[config.mk]
export PLATFORM = sky130hd
export DESIGN_NAME = tri_traversal
export DESIGN_NICKNAME = d
export VERILOG_FILES = /design/src/rtl/tri_traversal.sv
export SDC_FILE = /design/constraint.sdc
export NUM_CORES = 1
export LEC_CHECK = 0
export CAP_MARGIN = 0
export CORE_AREA = 8 8 303 305
export DETAILED_ROUTE_END_ITERATION = 16
export DIE_AREA = 0 0 311 313
export GPL_TIMING_DRIVEN = 0
export PLACE_DENSITY_LB_ADDON = 0.12
export SETUP_SLACK_MARGIN = 0.15
export SYNTH_ARGS = -nofsm -noshare
export SYNTH_HDL_FRONTEND = slang
export SYNTH_SLANG_ARGS = --single-unit
[constraint.sdc]
create_clock -name clk -period 11.72 [get_ports clk]
set_input_delay 1.758 -clock clk [delete_from_list [all_inputs] [get_ports clk]]
set_output_delay 1.758 -clock clk [all_outputs]
set_load 0.005 [all_outputs]
[src/rtl/tri_traversal.sv]
// Triangle bounding-box traversal: enumerates every candidate pixel of a triangle's
// screen-clipped bounding box in row-major order. Optional stats: TRI_TRAVERSAL_STATS_EN.
package tri_traversal_pkg;

    typedef struct packed {
        logic [31:0] x;      // Q16.16 signed
        logic [31:0] y;      // Q16.16 signed
        logic [23:0] color;
        logic [31:0] z;
    } vertex_t;

    typedef struct packed {
        vertex_t     v0;
        vertex_t     v1;
        vertex_t     v2;
        logic [15:0] x;
        logic [15:0] y;
    } pixel_state_t;

endpackage

module tri_traversal
    import tri_traversal_pkg::*;
#(
    parameter int WIDTH  = 320,
    parameter int HEIGHT = 240
) (
    input  logic         clk,
    input  logic         rst_n,
    input  pixel_state_t in_tri,
    input  logic         in_valid,
    output logic         in_ready,
    output pixel_state_t out_pixel,
    output logic         out_valid,
    input  logic         out_ready,
    output logic         tri_done,
    output logic         busy
`ifdef TRI_TRAVERSAL_STATS_EN
    ,
    output logic [31:0]  pix_count,
    output logic [31:0]  tri_count
`endif
);

    typedef enum logic [1:0] {IDLE, SETUP, SCAN} state_t;

    localparam logic signed [16:0] x_lim = 17'(WIDTH - 1);
    localparam logic signed [16:0] y_lim = 17'(HEIGHT - 1);

    state_t      state;
    logic [15:0] xmin;
    logic [15:0] xmax;
    logic [15:0] ymax;

    logic signed [16:0] bx_min, bx_max, by_min, by_max;
    logic signed [16:0] cx_min, cx_max, cy_min, cy_max;
    logic               empty_box;

    // 17 bits keep the ceiling's +1 from overflowing at the top of the Q16.16 range.
    function automatic logic signed [16:0] floor_q(input logic [31:0] q);
        return $signed({q[31], q[31:16]});
    endfunction

    function automatic logic signed [16:0] ceil_q(input logic [31:0] q);
        return floor_q(q) + $signed({16'd0, |q[15:0]});
    endfunction

    function automatic logic signed [16:0] min3(input logic signed [16:0] a, b, c);
        logic signed [16:0] m;
        m = (a < b) ? a : b;
        return (m < c) ? m : c;
    endfunction

    function automatic logic signed [16:0] max3(input logic signed [16:0] a, b, c);
        logic signed [16:0] m;
        m = (a > b) ? a : b;
        return (m > c) ? m : c;
    endfunction

    // The latched triangle lives in out_pixel, so the box is derived from it during SETUP.
    always_comb begin
        bx_min    = min3(floor_q(out_pixel.v0.x), floor_q(out_pixel.v1.x), floor_q(out_pixel.v2.x));
        bx_max    = max3(ceil_q(out_pixel.v0.x), ceil_q(out_pixel.v1.x), ceil_q(out_pixel.v2.x));
        by_min    = min3(floor_q(out_pixel.v0.y), floor_q(out_pixel.v1.y), floor_q(out_pixel.v2.y));
        by_max    = max3(ceil_q(out_pixel.v0.y), ceil_q(out_pixel.v1.y), ceil_q(out_pixel.v2.y));
        cx_min    = (bx_min < 0) ? '0 : bx_min;
        cx_max    = (bx_max > x_lim) ? x_lim : bx_max;
        cy_min    = (by_min < 0) ? '0 : by_min;
        cy_max    = (by_max > y_lim) ? y_lim : by_max;
        empty_box = (cx_min > cx_max) || (cy_min > cy_max);
    end

    assign in_ready = (state == IDLE);
    assign busy     = (state != IDLE);

    // NOTE: every register here uses non-blocking assignment so all of them update
    // from the same pre-edge values; there is no RAM, so everything gets a reset value.
    always_ff @(posedge clk or negedge rst_n) begin
        if (!rst_n) begin
            state     <= IDLE;
            out_valid <= 1'b0;
            out_pixel <= '0;
            tri_done  <= 1'b0;
            xmin      <= '0;
            xmax      <= '0;
            ymax      <= '0;
        end else begin
            tri_done <= 1'b0;
            case (state)
                IDLE: begin
                    if (in_valid) begin
                        out_pixel <= in_tri;
                        state     <= SETUP;
                    end
                end
                SETUP: begin
                    if (empty_box) begin
                        state    <= IDLE;
                        tri_done <= 1'b1;
                    end else begin
                        xmin        <= cx_min[15:0];
                        xmax        <= cx_max[15:0];
                        ymax        <= cy_max[15:0];
                        out_pixel.x <= cx_min[15:0];
                        out_pixel.y <= cy_min[15:0];
                        out_valid   <= 1'b1;
                        state       <= SCAN;
                    end
                end
                SCAN: begin
                    if (out_ready) begin
                        if (out_pixel.x != xmax) begin
                            out_pixel.x <= out_pixel.x + 16'd1;
                        end else if (out_pixel.y != ymax) begin
                            out_pixel.x <= xmin;
                            out_pixel.y <= out_pixel.y + 16'd1;
                        end else begin
                            out_valid <= 1'b0;
                            tri_done  <= 1'b1;
                            state     <= IDLE;
                        end
                    end
                end
                default: state <= IDLE;
            endcase
        end
    end

`ifdef TRI_TRAVERSAL_STATS_EN
    always_ff @(posedge clk or negedge rst_n) begin
        if (!rst_n) begin
            pix_count <= '0;
            tri_count <= '0;
        end else begin
            if (out_valid && out_ready) pix_count <= pix_count + 32'd1;
            if (tri_done)               tri_count <= tri_count + 32'd1;
        end
    end
`else
    // Statistics counters are not built in this configuration.
`endif

endmodule

==> reports/metrics.csv, run 1 <==
stage;metric;value;unit
placed_design;GP Congestion;0.930;
detailed_routing;Residual DRC;0;
logic_synthesis;Async SR Flop Fraction;100;%
sta;RSZ-0062 raised after global routing;false;
die;Cell Rows;109;
sta;fmax;91.3;MHz
power_and_ir_drop;sw frac;47.2;%
power_and_ir_drop;sw power;6810;uW
logic_synthesis;Synth top area share;42.9;%
grt;vias in the first global route;24346;
logic_synthesis;main combinational cell family by area after synthesis;multiplexers;
die;Die Span X;311;um
detailed_routing;ANT nets after route;0;
grt;initial antenna violation count;15;
finish;Fill cells;8359;
cts;Post-CTS Hold Fix Bufs;0;
cts;CTS root buf;clkbuf_16;
finish;commonest non-fill, non-tap cell in the layout;clkdlybuf4s50_1;
finish;final core utilization;42.5;%
sta;final hold violation count;0;
logic_synthesis;#FFs+latches synth;443;
cts;CTS H-tree depth;2;
logic_synthesis;main area contributors after synthesis;dfrtp_1 (43%), mux2_2 (17%), ha_1 (7.9%);
placed_design;dpl hpwl;97300;um
setup_path;CP startpoint kind;register;
finish;multi-input logic area;13900;um^2
setup_path;Critical Path Fanout Max;10;
detailed_routing;DRT Pass-1 Iters;5;
logic_synthesis;Mean Syn Cell Area;10.6;um^2
grt;global-route wire length before repair;170000;um
setup_path;crit path kind;register to register;
setup_path;WP data required;12180;ps
detailed_routing;DRT Wirelength;117000;um
grt;met2 global-route usage;40.4;%
detailed_routing;drt via density;5.09;
grt;pin count of the biggest net entering global routing;119;
setup_path;WP data arrival;11410;ps
die;Die Area;97300;um^2
cts;clk buf depth;3;
logic_synthesis;adder-cell share of the synthesized area;8.09;%
finish;most frequent cells in the layout;clkdlybuf4s50_1 (790), dfrtp_1 (443), mux2_2 (387), ha_1 (163), nor2_1 (162);
logic_synthesis;Synth Net Count;2987;
logic_synthesis;Yosys warning count;0;
sta;Tightest Pin Transition;1270;ps
logic_synthesis;register area share after synthesis;42.9;%
finish;Final Net Count;3839;
die;DIE HEIGHT;313;um
logic_synthesis;area leader, netlist;dfrtp_1;
finish;Non-Filler Instances;4488;
cts;total CTS buffers;53;
sta;min Tclk post-route;10950;ps
power_and_ir_drop;PD cells;389;nW/um^2
sta;crit share post-route;93.4;%
logic_synthesis;post-synth cell types;83;
logic_synthesis;multiplexer share of the synthesized area;18.0;%
placed_design;dpl cells;4389;
status;status;completed;
setup_path;CP endpoint kind;register;
run;number of max-cap violations;0;
logic_synthesis;XOR/XNOR Fraction of Synth Area;5.12;%
placed_design;DP Area;35300;um^2
cts;clk sink count;443;
detailed_routing;post-DR wirelength/cell;26.1;um
grt;Total GRT Usage;23.0;%
sta;clock skew;20.8;ps
sta;slew margin rel.;15.6;%
die;num ports;792;
worst_hold_path;worst min path class;register to register;
sta;Final TNS setup;0;ps
power_and_ir_drop;Gate power share;66.5;%
detailed_routing;1st-iter DRT viols;1260;
logic_synthesis;Compound-Gate Fraction of Synth Area;9.61;%
logic_synthesis;Primary FF master, synth;dfrtp_1;
power_and_ir_drop;Leak;0.0153;uW
grt;M1 GR Usage;27.0;%
power_and_ir_drop;sequential share of power;22.4;%
cts;CTS tree;done;
setup_path;max incr delay on CP;570;ps
die;initial core utilization;29.6;%
detailed_routing;via count;22848;
logic_synthesis;Syn Std Cell Area;25800;um^2
power_and_ir_drop;Worst IR Drop VDD;0.189;mV
grt;total grt overflow;0;
sta;Final Slew Violations;0;
grt;global route hottest layer;met2;
power_and_ir_drop;clock share of power;11.1;%
finish;Syn-to-layout area delta;43.8;%
sta;final setup fails;0;
die;core footprint;87300;um^2
power_and_ir_drop;Pint;7620;uW
setup_path;critical path's slowest cell;o31ai_1;
finish;final cell area excluding filler cells;37100;um^2
cts;Reg clk slew, reported paths;60;ps
logic_synthesis;Synth Area in Simple Gates;12.8;%
logic_synthesis;EDFF count, synth;0;
grt;grt met3 use;6.45;%
logic_synthesis;Gate Count Post-Synth;2428;
cts;clk_lat worst skew;600;ps
placed_design;PortBufs;791;
finish;ratio of cells with drive above 1 in the final layout;15.9;%
finish;FF/Latch Area;11100;um^2
worst max-delay path, delay by kind of cell, from the launching register on:
kind / cells / cell delay, ps
flops: 1 / 420
mux: 1 / 210
compound gates: 21 / 4700
fa+ha+maj: 5 / 1480
buf+inv: 5 / 1020
simple gates: 16 / 2970
layer usage:
metal,vias to the layer above,wire [um]
met5,-,45
met4,6,4270
met3,190,8410
met2,820,57800
met1,11330,46700
li1,10502,-
final cells by class:
| class | count | share of cell area (%) |
|---|---|---|
| antenna | 5 | 0.0337 |
| buffer | 112 | 1.25 |
| clock buffer | 80 | 4.20 |
| clock inverter | 13 | 0.354 |
| inverter | 113 | 1.14 |
| multi-input combinational | 1760 | 37.6 |
| sequential | 443 | 29.9 |
| tap | 1165 | 3.93 |
| timing repair buffer | 797 | 21.7 |
power groups by stage:
stage               clock [uW]  sequential [uW]  combinational (uW)
floorplan                    0             2920                5530
global placement             0             3210                9340
detailed placement           0             3230                9500
CTS                       1660             3220                9580
global route              1720             3320               10500
finish                    1610             3230                9590
logic make-up after synthesis:
group                    after synthesis
multiplexers                         416
AND/OR/NAND/NOR                      657
buffers and inverters                225
XOR/XNOR                             150
flip-flops                           443
adder cells (fa/ha/maj)              168
AO/OA/AOI/OAI                        369
synth_stat cells, drive strengths merged, types with 4 or more instances:
library cell	number
nor3	31
o22ai	4
nand3b	4
or3	9
maj3	5
nand3	79
o211ai	16
a31oi	24
clkbuf	98
a22oi	17
nor2b	14
a21oi	103
a211oi	27
a32o	15
nand4	55
buf	14
nor4	37
nor3b	29
xor2	39
o31ai	8
inv	112
nand2b	16
nand2	147
a2111oi	4
mux2	387
xnor2	111
and2	23
ha	163
or2	9
a211o	7
dfrtp	443
mux2i	29
o31a	6
and3	21
nor2	163
a21boi	7
o21ai	58
and4	10
o21a	11
a21o	34
flip-flops by register name, summed over array words and instances, names as in the netlist:
signal	cells
out_pixel	392
out_valid	1
state	2
tri_done	1
xmax	16
xmin	15
ymax	16
what timing repair did:
item | 4_1_cts | 5_1_grt
hold endpoints to repair | 0 | 0
endpoints found under the setup margin | 4 | 82
resized for setup | 1 | 25
setup buffers | 0 | 1
pin swaps | 0 | 2
final timing paths:
| check | start | to | slack (ps) | depth (start not counted) |
|---|---|---|---|---|
| min | xmin[12] | xmin[12] | 480 | 2 |
| max in group asynchronous | rst_n | out_pixel[128] | 9340 | 3 |
| min reg2reg | xmin[12] | xmin[12] | 480 | 2 |
| max reg2reg | out_pixel[218] | out_pixel[24] | 770 | 48 |
| min in group asynchronous | rst_n | out_pixel[100] | 1070 | 1 |
| max | out_pixel[218] | out_pixel[24] | 770 | 48 |
stage by stage:
step,power (uW),worst slack [ps],hold slack [ps]
2_1_floorplan,8450,2570,445
3_3_place_gp,12500,-11330,466
3_5_place_dp,12700,186,471
4_1_cts,14500,211,487
5_1_grt,15500,158,512
6_report,14400,770,481
No activity file was read; power rests on OpenSTA's default activity.
==> run 2, diff against run 1 <==
GPL_ROUTABILITY_DRIVEN = 0   (was default)
==> run 2 against run 1 <==
Register-to-register slack improved by 190 ps. Combinational power rose by 0.4%. Worst hold slack lost 3.4 ps. Global-route usage shrank 0.12 points. Routed wire length is 0.64% lower. Clock power up 4%. Clock-buffer cell count shrank 2. Via count is 0.12% higher. Maximum frequency increased by 1.7%. Critical path type unchanged.
==> reports/metrics.csv, run 2 (synthesized netlist as in run 1, its figures left out) <==
stage;metric;value;unit;change
placed_design;dpl hpwl;96600;um;-0.78%
cts;CTS tree;done;;
detailed_routing;DRT Pass-1 Iters;5;;unchanged
grt;total grt overflow;0;;unchanged
detailed_routing;DRT Wirelength;116000;um;-0.64%
finish;ratio of cells with drive above 1 in the final layout;16.0;%;+0.17 points
detailed_routing;post-DR wirelength/cell;25.9;um;-0.64%
grt;Total GRT Usage;22.9;%;-0.12 points
finish;Biggest register;out_pixel;;
die;DIE HEIGHT;313;um;unchanged
sta;min Tclk post-route;10760;ps;-186 ps
setup_path;critical path's slowest cell;nor4_4;;
finish;Fill cells;8406;;+0.56%
sta;final setup fails;0;;unchanged
finish;most frequent cells in the layout;clkdlybuf4s50_1 (790), dfrtp_1 (443), mux2_2 (387), ha_1 (163), nor2_1 (161);;
sta;fmax;92.9;MHz;+1.7%
placed_design;PortBufs;791;;unchanged
detailed_routing;ANT nets after route;0;;unchanged
detailed_routing;drt via density;5.10;;+0.12%
setup_path;R2R depth;42;;-13%
cts;CTS H-tree depth;2;;unchanged
setup_path;WP data required;12190;ps;about the same
sta;clock skew;26.7;ps;+5.89 ps
setup_path;CP startpoint kind;register;;
cts;clk sink count;443;;unchanged
worst_hold_path;worst min path class;register to register;;
die;Cell Rows;109;;unchanged
sta;Tightest Pin Transition;1260;ps;-3.47 ps
sta;crit share post-route;91.8;%;-1.6 points
power_and_ir_drop;PD cells;390;nW/um^2;+0.34%
finish;Syn-to-layout area delta;44.2;%;
cts;CTS root buf;clkbuf_16;;
finish;max reg flops;392;;unchanged
detailed_routing;via count;22875;;+0.12%
detailed_routing;1st-iter DRT viols;1168;;-7.3%
cts;Post-CTS Hold Fix Bufs;0;;unchanged
setup_path;max incr delay on CP;520;ps;-50 ps
setup_path;Reg2Reg Launch Point;out_pixel[366];;
setup_path;Critical Path Fanout Max;10;;unchanged
setup_path;Crit path top cell by count;ha_1;;
finish;final core utilization;42.7;%;+0.13 points
grt;vias in the first global route;24262;;-0.35%
finish;commonest non-fill, non-tap cell in the layout;clkdlybuf4s50_1;;
setup_path;reg2reg end;out_pixel[22];;
cts;Reg clk slew, reported paths;60;ps;about the same
detailed_routing;Residual DRC;0;;unchanged
setup_path;WP data arrival;11230;ps;-180 ps
status;status;completed;;
setup_path;crit-path leading delay family;compound AO/OA/AOI/OAI gates;;
die;num ports;792;;unchanged
sta;Final Slew Violations;0;;unchanged
setup_path;WP buf/inv;3;;-2
power_and_ir_drop;Leak;0.0154;uW;+0.30%
sta;slew margin rel.;15.8;%;+0.23 points
power_and_ir_drop;Worst IR Drop VDD;0.169;mV;-11%
setup_path;Worst setup startpoint;out_pixel[366];;
finish;registers with the most flip-flops;out_pixel: 392 flops, xmax: 16 flops, ymax: 16 flops;;
setup_path;CP endpoint kind;register;;
setup_path;flop-to-flop setup slack;960;ps;+190 ps
grt;initial antenna violation count;11;;-4
die;initial core utilization;29.6;%;unchanged
die;Die Span X;311;um;unchanged
grt;pin count of the biggest net entering global routing;113;;-5.0%
finish;Non-Filler Instances;4488;;unchanged
die;core footprint;87300;um^2;unchanged
cts;clk buf depth;3;;unchanged
die;Die Area;97300;um^2;unchanged
placed_design;dpl cells;4389;;unchanged
cts;total CTS buffers;53;;unchanged
finish;Final Net Count;3843;;+0.10%
sta;RSZ-0062 raised after global routing;false;;
setup_path;CP Depth;42;;-13%
setup_path;crit path kind;register to register;;
run;number of max-cap violations;0;;unchanged
cts;clk_lat worst skew;620;ps;+20 ps
setup_path;crit path capture;out_pixel[22];;
grt;global-route wire length before repair;169000;um;-0.15%
sta;final hold violation count;0;;unchanged
run 2: changes by cell type in the layout (fill, tap and decap cells not counted), sizes merged:
cell	change
buf	+4
clkinv	-1
inv	-1
clkbuf	-2
diode	-3
bufinv	+3
run 2: layout make-up:
class	instances	area (um^2)	share of cell area, %
clock inverter	14	233	0.625
inverter	113	424	1.14
sequential	443	11100	29.8
timing repair buffer	801	8080	21.7
multi-input combinational	1760	14000	37.5
antenna	2	5.00	0.0134
clock buffer	78	1530	4.11
buffer	112	462	1.24
tap	1165	1460	3.91
run 2: worst min-delay path by stage:
stage	from	end	slack [ps]	depth (start not counted)
2_1_floorplan	xmin[1]	xmin[1]	450	2
3_3_place_gp	xmin[10]	xmin[10]	470	2
3_5_place_dp	xmin[12]	xmin[12]	470	2
4_1_cts	xmin[12]	xmin[12]	480	2
5_1_grt	xmin[4]	xmin[4]	510	2
6_report	xmin[12]	xmin[12]	480	2
run 2: worst reg2reg max path, delay by kind of cell, from the launching register on:
family                   cells  cell delay, ps
AO/OA/AOI/OAI               19            4100
AND/OR/NAND/NOR             14            3330
adder cells (fa/ha/maj)      5            1410
buffers and inverters        3             850
flip-flops                   1             510
multiplexers                 1             400
run 2: per-stage QoR:
step / setup TNS [ps] / area (um^2) / hold slack [ps] / worst slack, ps / power (uW)
2_1_floorplan: 0 / 25800 / 445 / 2570 / 8450
3_3_place_gp: -4948130 / 35200 / 466 / -11240 / 12500
3_5_place_dp: 0 / 35300 / 469 / 77.8 / 12700
4_1_cts: 0 / 37100 / 484 / 166 / 14500
5_1_grt: 0 / 37200 / 513 / 159 / 15700
6_report: 0 / 37200 / 478 / 956 / 14500
run 2: layer usage:
metal / share of wire [%] / track usage, % / up-vias
li1: - / - / 10469
met1: 40 / 26.8 / 11451
met2: 50 / 40.4 / 799
met3: 7.5 / 6.71 / 154
met4: 3.3 / 7.10 / 2
met5: 0.011 / 0 / -
run 2: what timing repair did:
action | CTS | global route
pin swaps | 0 | 3
buffers inserted | 0 | 5
setup endpoints to repair | 6 | 81
gates resized for setup | 1 | 25
run 2: power breakdown:
group          internal (uW)  total [uW]  switching (uW)
clock                    991        1670             683
sequential              2280        3220             935
combinational           4430        9630            5200
